==> src/rtl/abs_pkg.sv <==
// Shared definitions for the abs_pipe block.
//   ABS_WIDTH_DEFAULT : default sample width in bits
//   occ_state_t       : output FIFO occupancy (EMPTY / ONE / TWO)
package abs_pkg;

  localparam int ABS_WIDTH_DEFAULT = 4;

  typedef enum logic [1:0] {
    EMPTY = 2'd0,
    ONE   = 2'd1,
    TWO   = 2'd2
  } occ_state_t;

endpackage

==> src/rtl/abs_core.sv <==
// Combinational absolute value of a two's-complement sample.
// Ports:
//   data   : signed input sample, WIDTH bits
//   result : absolute value as a WIDTH-bit signed result
//   mag    : exact unsigned magnitude (most-negative gives 2^(WIDTH-1))
//   ovf    : data is the most-negative value, -2^(WIDTH-1)
// Build option: define ABS_SAT_EN to saturate result to 2^(WIDTH-1)-1 for
// the most-negative input; otherwise result wraps to -2^(WIDTH-1).
module abs_core #(
  parameter int WIDTH = 4
) (
  input  logic [WIDTH-1:0] data,
  output logic [WIDTH-1:0] result,
  output logic [WIDTH-1:0] mag,
  output logic             ovf
);

  localparam logic [WIDTH-1:0] MOST_NEG = {1'b1, {(WIDTH-1){1'b0}}};
  localparam logic [WIDTH-1:0] ONE_VAL  = {{(WIDTH-1){1'b0}}, 1'b1};

  always_comb begin
    // Read as unsigned, the two's-complement negation of MOST_NEG is exactly
    // 2^(WIDTH-1), so mag needs no extra bit.
    mag = data[WIDTH-1] ? ((~data) + ONE_VAL) : data;
    ovf = (data == MOST_NEG);
`ifdef ABS_SAT_EN
    result = ovf ? {1'b0, {(WIDTH-1){1'b1}}} : mag;
`else
    result = mag;
`endif
  end

endmodule

==> src/rtl/abs_pipe.sv <==
// Absolute-value pipeline with a two-entry output FIFO and a peak tracker.
// Ports:
//   clk, rst             : clock, asynchronous active-high reset
//   in_valid/in_ready    : input handshake, in_data is the signed sample
//   out_valid/out_ready  : output handshake, out_data/out_ovf carry the result
//   peak_clr             : synchronous clear of peak_mag
//   peak_mag             : running maximum unsigned magnitude
//   occ_state            : debug view of FIFO occupancy state
// Build option: ABS_SAT_EN (see abs_core) selects saturation of the
// most-negative input.
// Handshake: a transfer happens on a rising edge where valid && ready; a
// producer holds its payload stable while valid && !ready. in_ready is a
// register and has no combinational dependence on out_ready.
module abs_pipe
  import abs_pkg::*;
#(
  parameter int WIDTH = ABS_WIDTH_DEFAULT
) (
  input  logic             clk,
  input  logic             rst,
  input  logic             in_valid,
  output logic             in_ready,
  input  logic [WIDTH-1:0] in_data,
  output logic             out_valid,
  input  logic             out_ready,
  output logic [WIDTH-1:0] out_data,
  output logic             out_ovf,
  input  logic             peak_clr,
  output logic [WIDTH-1:0] peak_mag,
  output occ_state_t       occ_state
);

  occ_state_t       state;
  occ_state_t       state_nxt;
  logic [WIDTH-1:0] head_data;
  logic             head_ovf;
  logic [WIDTH-1:0] skid_data;
  logic             skid_ovf;
  logic [WIDTH-1:0] core_result;
  logic [WIDTH-1:0] core_mag;
  logic             core_ovf;
  logic             in_xfer;
  logic             out_xfer;

  abs_core #(.WIDTH(WIDTH)) u_core (
    .data   (in_data),
    .result (core_result),
    .mag    (core_mag),
    .ovf    (core_ovf)
  );

  assign out_valid = (state != EMPTY);
  assign out_data  = head_data;
  assign out_ovf   = head_ovf;
  assign occ_state = state;
  assign in_xfer   = in_valid && in_ready;
  assign out_xfer  = out_valid && out_ready;

  always_comb begin
    state_nxt = state;
    case (state)
      EMPTY: if (in_xfer) state_nxt = ONE;
      ONE: begin
        if (in_xfer && !out_xfer)      state_nxt = TWO;
        else if (!in_xfer && out_xfer) state_nxt = EMPTY;
      end
      TWO:     if (out_xfer) state_nxt = ONE;
      default: state_nxt = EMPTY;
    endcase
  end

  always_ff @(posedge clk or posedge rst) begin
    if (rst) begin
      state     <= EMPTY;
      in_ready  <= 1'b0;
      head_data <= '0;
      head_ovf  <= 1'b0;
      skid_data <= '0;
      skid_ovf  <= 1'b0;
      peak_mag  <= '0;
    end else begin
      state    <= state_nxt;
      // Registered so the next cycle's acceptance depends only on occupancy.
      in_ready <= (state_nxt != TWO);

      case (state)
        EMPTY: begin
          if (in_xfer) begin
            head_data <= core_result;
            head_ovf  <= core_ovf;
          end
        end
        ONE: begin
          // With a simultaneous pop the new result replaces the head directly;
          // otherwise it parks in the skid register behind the head.
          if (in_xfer && out_xfer) begin
            head_data <= core_result;
            head_ovf  <= core_ovf;
          end else if (in_xfer) begin
            skid_data <= core_result;
            skid_ovf  <= core_ovf;
          end
        end
        TWO: begin
          // in_ready is low in TWO, so only a pop can happen here.
          if (out_xfer) begin
            head_data <= skid_data;
            head_ovf  <= skid_ovf;
          end
        end
        default: ;
      endcase

      if (peak_clr) begin
        peak_mag <= in_xfer ? core_mag : '0;
      end else if (in_xfer && (core_mag > peak_mag)) begin
        peak_mag <= core_mag;
      end
    end
  end

endmodule

==> config.mk <==
export PLATFORM = sky130hd
export DESIGN_NAME = abs_pipe
export DESIGN_NICKNAME = d
export VERILOG_FILES = /design/src/rtl/abs_pkg.sv /design/src/rtl/abs_core.sv /design/src/rtl/abs_pipe.sv
export SDC_FILE = /design/constraint.sdc
export NUM_CORES = 1
export LEC_CHECK = 0
export ABC_AREA = 1
export BUFFER_PORTS_ARGS = -buffer_cell sky130_fd_sc_hd__buf_2
export CAP_MARGIN = 20
export CORE_MARGIN = 2
export CORE_UTILIZATION = 45
export DETAILED_ROUTE_END_ITERATION = 8
export GPL_ROUTABILITY_DRIVEN = 0
export PLACE_DENSITY = 0.78
export SLEW_MARGIN = 20
export SYNTH_ARGS = -nofsm -noshare
export SYNTH_HDL_FRONTEND = slang
export SYNTH_SLANG_ARGS = --single-unit
==> constraint.sdc <==
create_clock -name clk -period 1.9 [get_ports clk]
set_clock_uncertainty 0.2 [all_clocks]
set_input_delay 0.095 -clock clk [delete_from_list [all_inputs] [get_ports clk]]
set_output_delay 0.095 -clock clk [all_outputs]
set_load 0.05 [all_outputs]
==> flow_metrics.py <==
metrics = {
    "setup_path": {
        "cp.arrival_ns": 1.66,
        "worstPathCellList": "inv_1 -> ha_1 -> nand2_1 -> inv_1 -> nand2_1 -> nand2_1 -> nand2_1 -> nand2_1 -> nand2_1 -> nand2_1",
        "crit_fanout": 5,
        "cp.buffers_inverters": 2,
        "cp_slowest_cell": "dfrtp_1",
        "crit_path_max_incr_delay_ns": 0.40,
        "cp_top_family": "simple AND/OR/NAND/NOR gates",
        "critPathKind": "reg2reg",
        "worstSetupEndpointType": "register",
        "crit_required_ns": 1.90,
        "path_common_cell": "nand2_1",
        "start_kind": "register",
    },
    "yosys": {
        "synthCells": 129,
        "ys_seq_area_share_pct": 45.1,
        "netlist_area_um2": 943,
        "synth_ff_type": "dfrtp_1",
        "ys_warn_count": 0,
        "ys_types": 17,
        "synth_top_area_share_pct": 45.1,
        "synth_nets": 143,
        "synth.area.top_cells": "dfrtp_1 45%, nand2_1 18%, inv_1 8.8%",
        "async_flop_share_pct": 100,
        "syn_area_per_cell_um2": 7.31,
        "synth.most_common_cell": "nand2_1",
        "synthTopCellsByCount": "46 x nand2_1, 22 x inv_1, 17 x dfrtp_1",
        "ys_ff_latch": 17,
        "yosys.area.top_type": "dfrtp_1",
        "synth_edf_count": 0,
    },
    "power_and_ir_drop": {
        "p_int_w": 0.000765,
        "pwr-share-clk_pct": 12.6,
        "combPwrFrac_pct": 50.5,
        "sw_frac_of_total_pct": 50.8,
        "seqPwrFrac_pct": 37.0,
        "power_per_cell_area_nw_per_um2": 1330,
        "p_switching_w": 0.000788,
        "total_power_w": 0.00155,
        "ir_drop_mv": 0.635,
        "power.leakage_nw": 0.692,
    },
    "place": {
        "postPlaceCellArea_um2": 1110,
        "portBuffers": 21,
        "placed_cells": 181,
        "hpwl_mm": 1.61,
    },
    "finish": {
        "seq_area_um2": 425,
        "areaGrowthSynthToFinish_pct": 24.1,
        "multiInputGateArea_um2": 423,
        "layout-drive-gt1-share_pct": 20.5,
        "fin_nets": 176,
        "fillers": 202,
        "num_antenna_cells": 0,
        "stdcell_count": 188,
        "final_area_um2": 1170,
    },
    "floorplanning": {
        "placementRows": 16,
        "boundaryPins": 22,
        "die_area_um2": 2480,
        "die_w_um": 49.8,
        "die_y_um": 49.8,
        "core_um2": 1960,
        "initial_core_util_pct": 48.1,
    },
    "route": {
        "post_drt_via_cell_ratio": 4.93,
        "dr_total_vias": 926,
        "drc": 0,
        "wl_mm": 2.07,
        "dr.pass1.iters": 4,
        "antenna_left": 0,
        "routedWlPerCell_um": 11.0,
        "drtIter0Drc": 18,
    },
    "worst_hold_path": {
        "min_path_type": "in2reg",
    },
    "clock_tree": {
        "clkTransAtPathRegs_ns": 0.09,
        "cts_tree": "built",
        "clk-insertion-delay-late_ns": 0.29,
        "clock-sinks": 17,
        "cts_buffers": 3,
        "cts.htree.levels": 1,
        "root_buffer": "clkbuf_4",
        "clockBufferDepth": 2,
    },
    "sta": {
        "rsz0062_at_grt": "false",
        "hold_viol_final": 0,
        "worst_pin_slew_ns": 0.640,
        "fin_crit_sh_pct": 87.5,
        "clock.fmax_mhz": 601,
        "setup_viol": 0,
        "slew_viol_final": 0,
        "period_needed_ns": 1.66,
        "maxSlewHeadroom_pct": 57.3,
    },
    "global_route": {
        "gr-total-overflow": 0,
        "grt_pass1_wl_mm": 3.55,
        "grt_use_total_pct": 18.9,
        "grt_max_degree": 18,
        "antenna_found_initial": 0,
        "grt_pass1_vias": 837,
    },
    "run": {
        "drv_cap": 0,
    },
    "status": {
        "status": "finished clean",
    },
}
[cell families after synthesis]
| family | count (synthesis) | share of synthesized area [%] |
|---|---|---|
| simple gates | 67 | 29.6 |
| compound gates | 15 | 8.62 |
| buf+inv | 25 | 10.1 |
| fa+ha+maj | 5 | 6.63 |
| flops | 17 | 45.1 |
[layout by cell type (no fill, tap or decap)]
cell | netlist | final
nand2_1 | 46 | 46
inv_1 | 22 | 22
buf_2 | 1 | 21
dfrtp_1 | 17 | 17
o21ai_0 | 9 | 9
nor2_1 | 9 | 9
nand3_1 | 6 | 6
ha_1 | 5 | 5
buf_4 | 0 | 5
a21oi_1 | 3 | 3
clkbuf_4 | 0 | 3
dlygate4sd3_1 | 0 | 3
inv_2 | 2 | 2
nand4_1 | 2 | 2
or2_0 | 2 | 2
o21a_1 | 1 | 1
nor2_4 | 1 | 1
nand2_2 | 1 | 1
o22ai_1 | 1 | 1
o211ai_1 | 1 | 1
clkbuf_1 | 0 | 1
[power by group through the flow]
stage                     logic, W  registers [W]  clock network (W)
final                     0.000784       0.000574           0.000195
after global routing      0.000853       0.000589           0.000213
after CTS                 0.000787       0.000574           0.000200
after detailed placement  0.000782       0.000580                  0
after global placement    0.000763       0.000568                  0
after floorplan           0.000322       0.000849                  0
[stage by stage]
step	setup TNS, ns	hold WS, ns	setup slack, ns	util (%)
global placement	0	-0.00769	0.0369	56.8
global route	0	0.0418	0.0610	59.7
finish	0	0.0248	0.237	59.7
CTS	0	0.0263	0.237	59.7
detailed placement	-0.0631	0.00882	-0.0217	56.8
floorplan	0	-0.179	0.0609	-
[metal layers]
| metal | track usage [%] | vias to the layer above | routed length [um] |
|---|---|---|---|
| li1 | - | 466 | - |
| met1 | 23.3 | 436 | 949 |
| met2 | 31.6 | 20 | 1000 |
| met3 | 3.03 | 4 | 77 |
| met4 | 9.72 | 0 | 38 |
| met5 | 0 | - | 0 |
[tightest hold or removal path: cells and delay by family]
kind / cells / cell delay (ns)
buffers and inverters: 3 / 0.29
AO/OA/AOI/OAI: 1 / 0.08
[final cells by class]
cell class              instances  area share [%]
flip-flops and latches         17            36.3
multi-input cells              87            36.1
repair buffers                 29            14.7
inverters                      24            7.69
well taps                      27            2.88
clock buffers                   4            2.24
[sequential cells by signal, indices dropped and copies added (netlist names)]
signal,count
in_ready,1
occ_state,2
out_data,4
out_ovf,1
peak_mag,4
skid_data,4
skid_ovf,1
[repair_timing]
action | CTS | global route
hold buffers | 3 | 0
resized for setup | 0 | 0
setup buffers | 0 | 0
endpoints found under the hold margin | 23 | 0
[path summary, 6_finish.rpt]
kind                       depth (start not counted)                    start                  endpoint  slack [ns]
hold reg to reg                                    2      out_ovf$_DFFE_PP0P_       out_ovf$_DFFE_PP0P_        0.28
max in group asynchronous                          3                      rst  skid_data[3]$_DFFE_PP0P_        0.87
min in group asynchronous                          3                      rst       out_ovf$_DFFE_PP0P_        0.22
hold / removal                                     4               in_data[0]  skid_data[0]$_DFFE_PP0P_        0.02
setup reg to reg                                  10  peak_mag[3]$_DFFE_PP0P_   peak_mag[1]$_DFFE_PP0P_        0.24
setup / recovery                                  10  peak_mag[3]$_DFFE_PP0P_   peak_mag[1]$_DFFE_PP0P_        0.24
(Power assumes the default switching activity.)
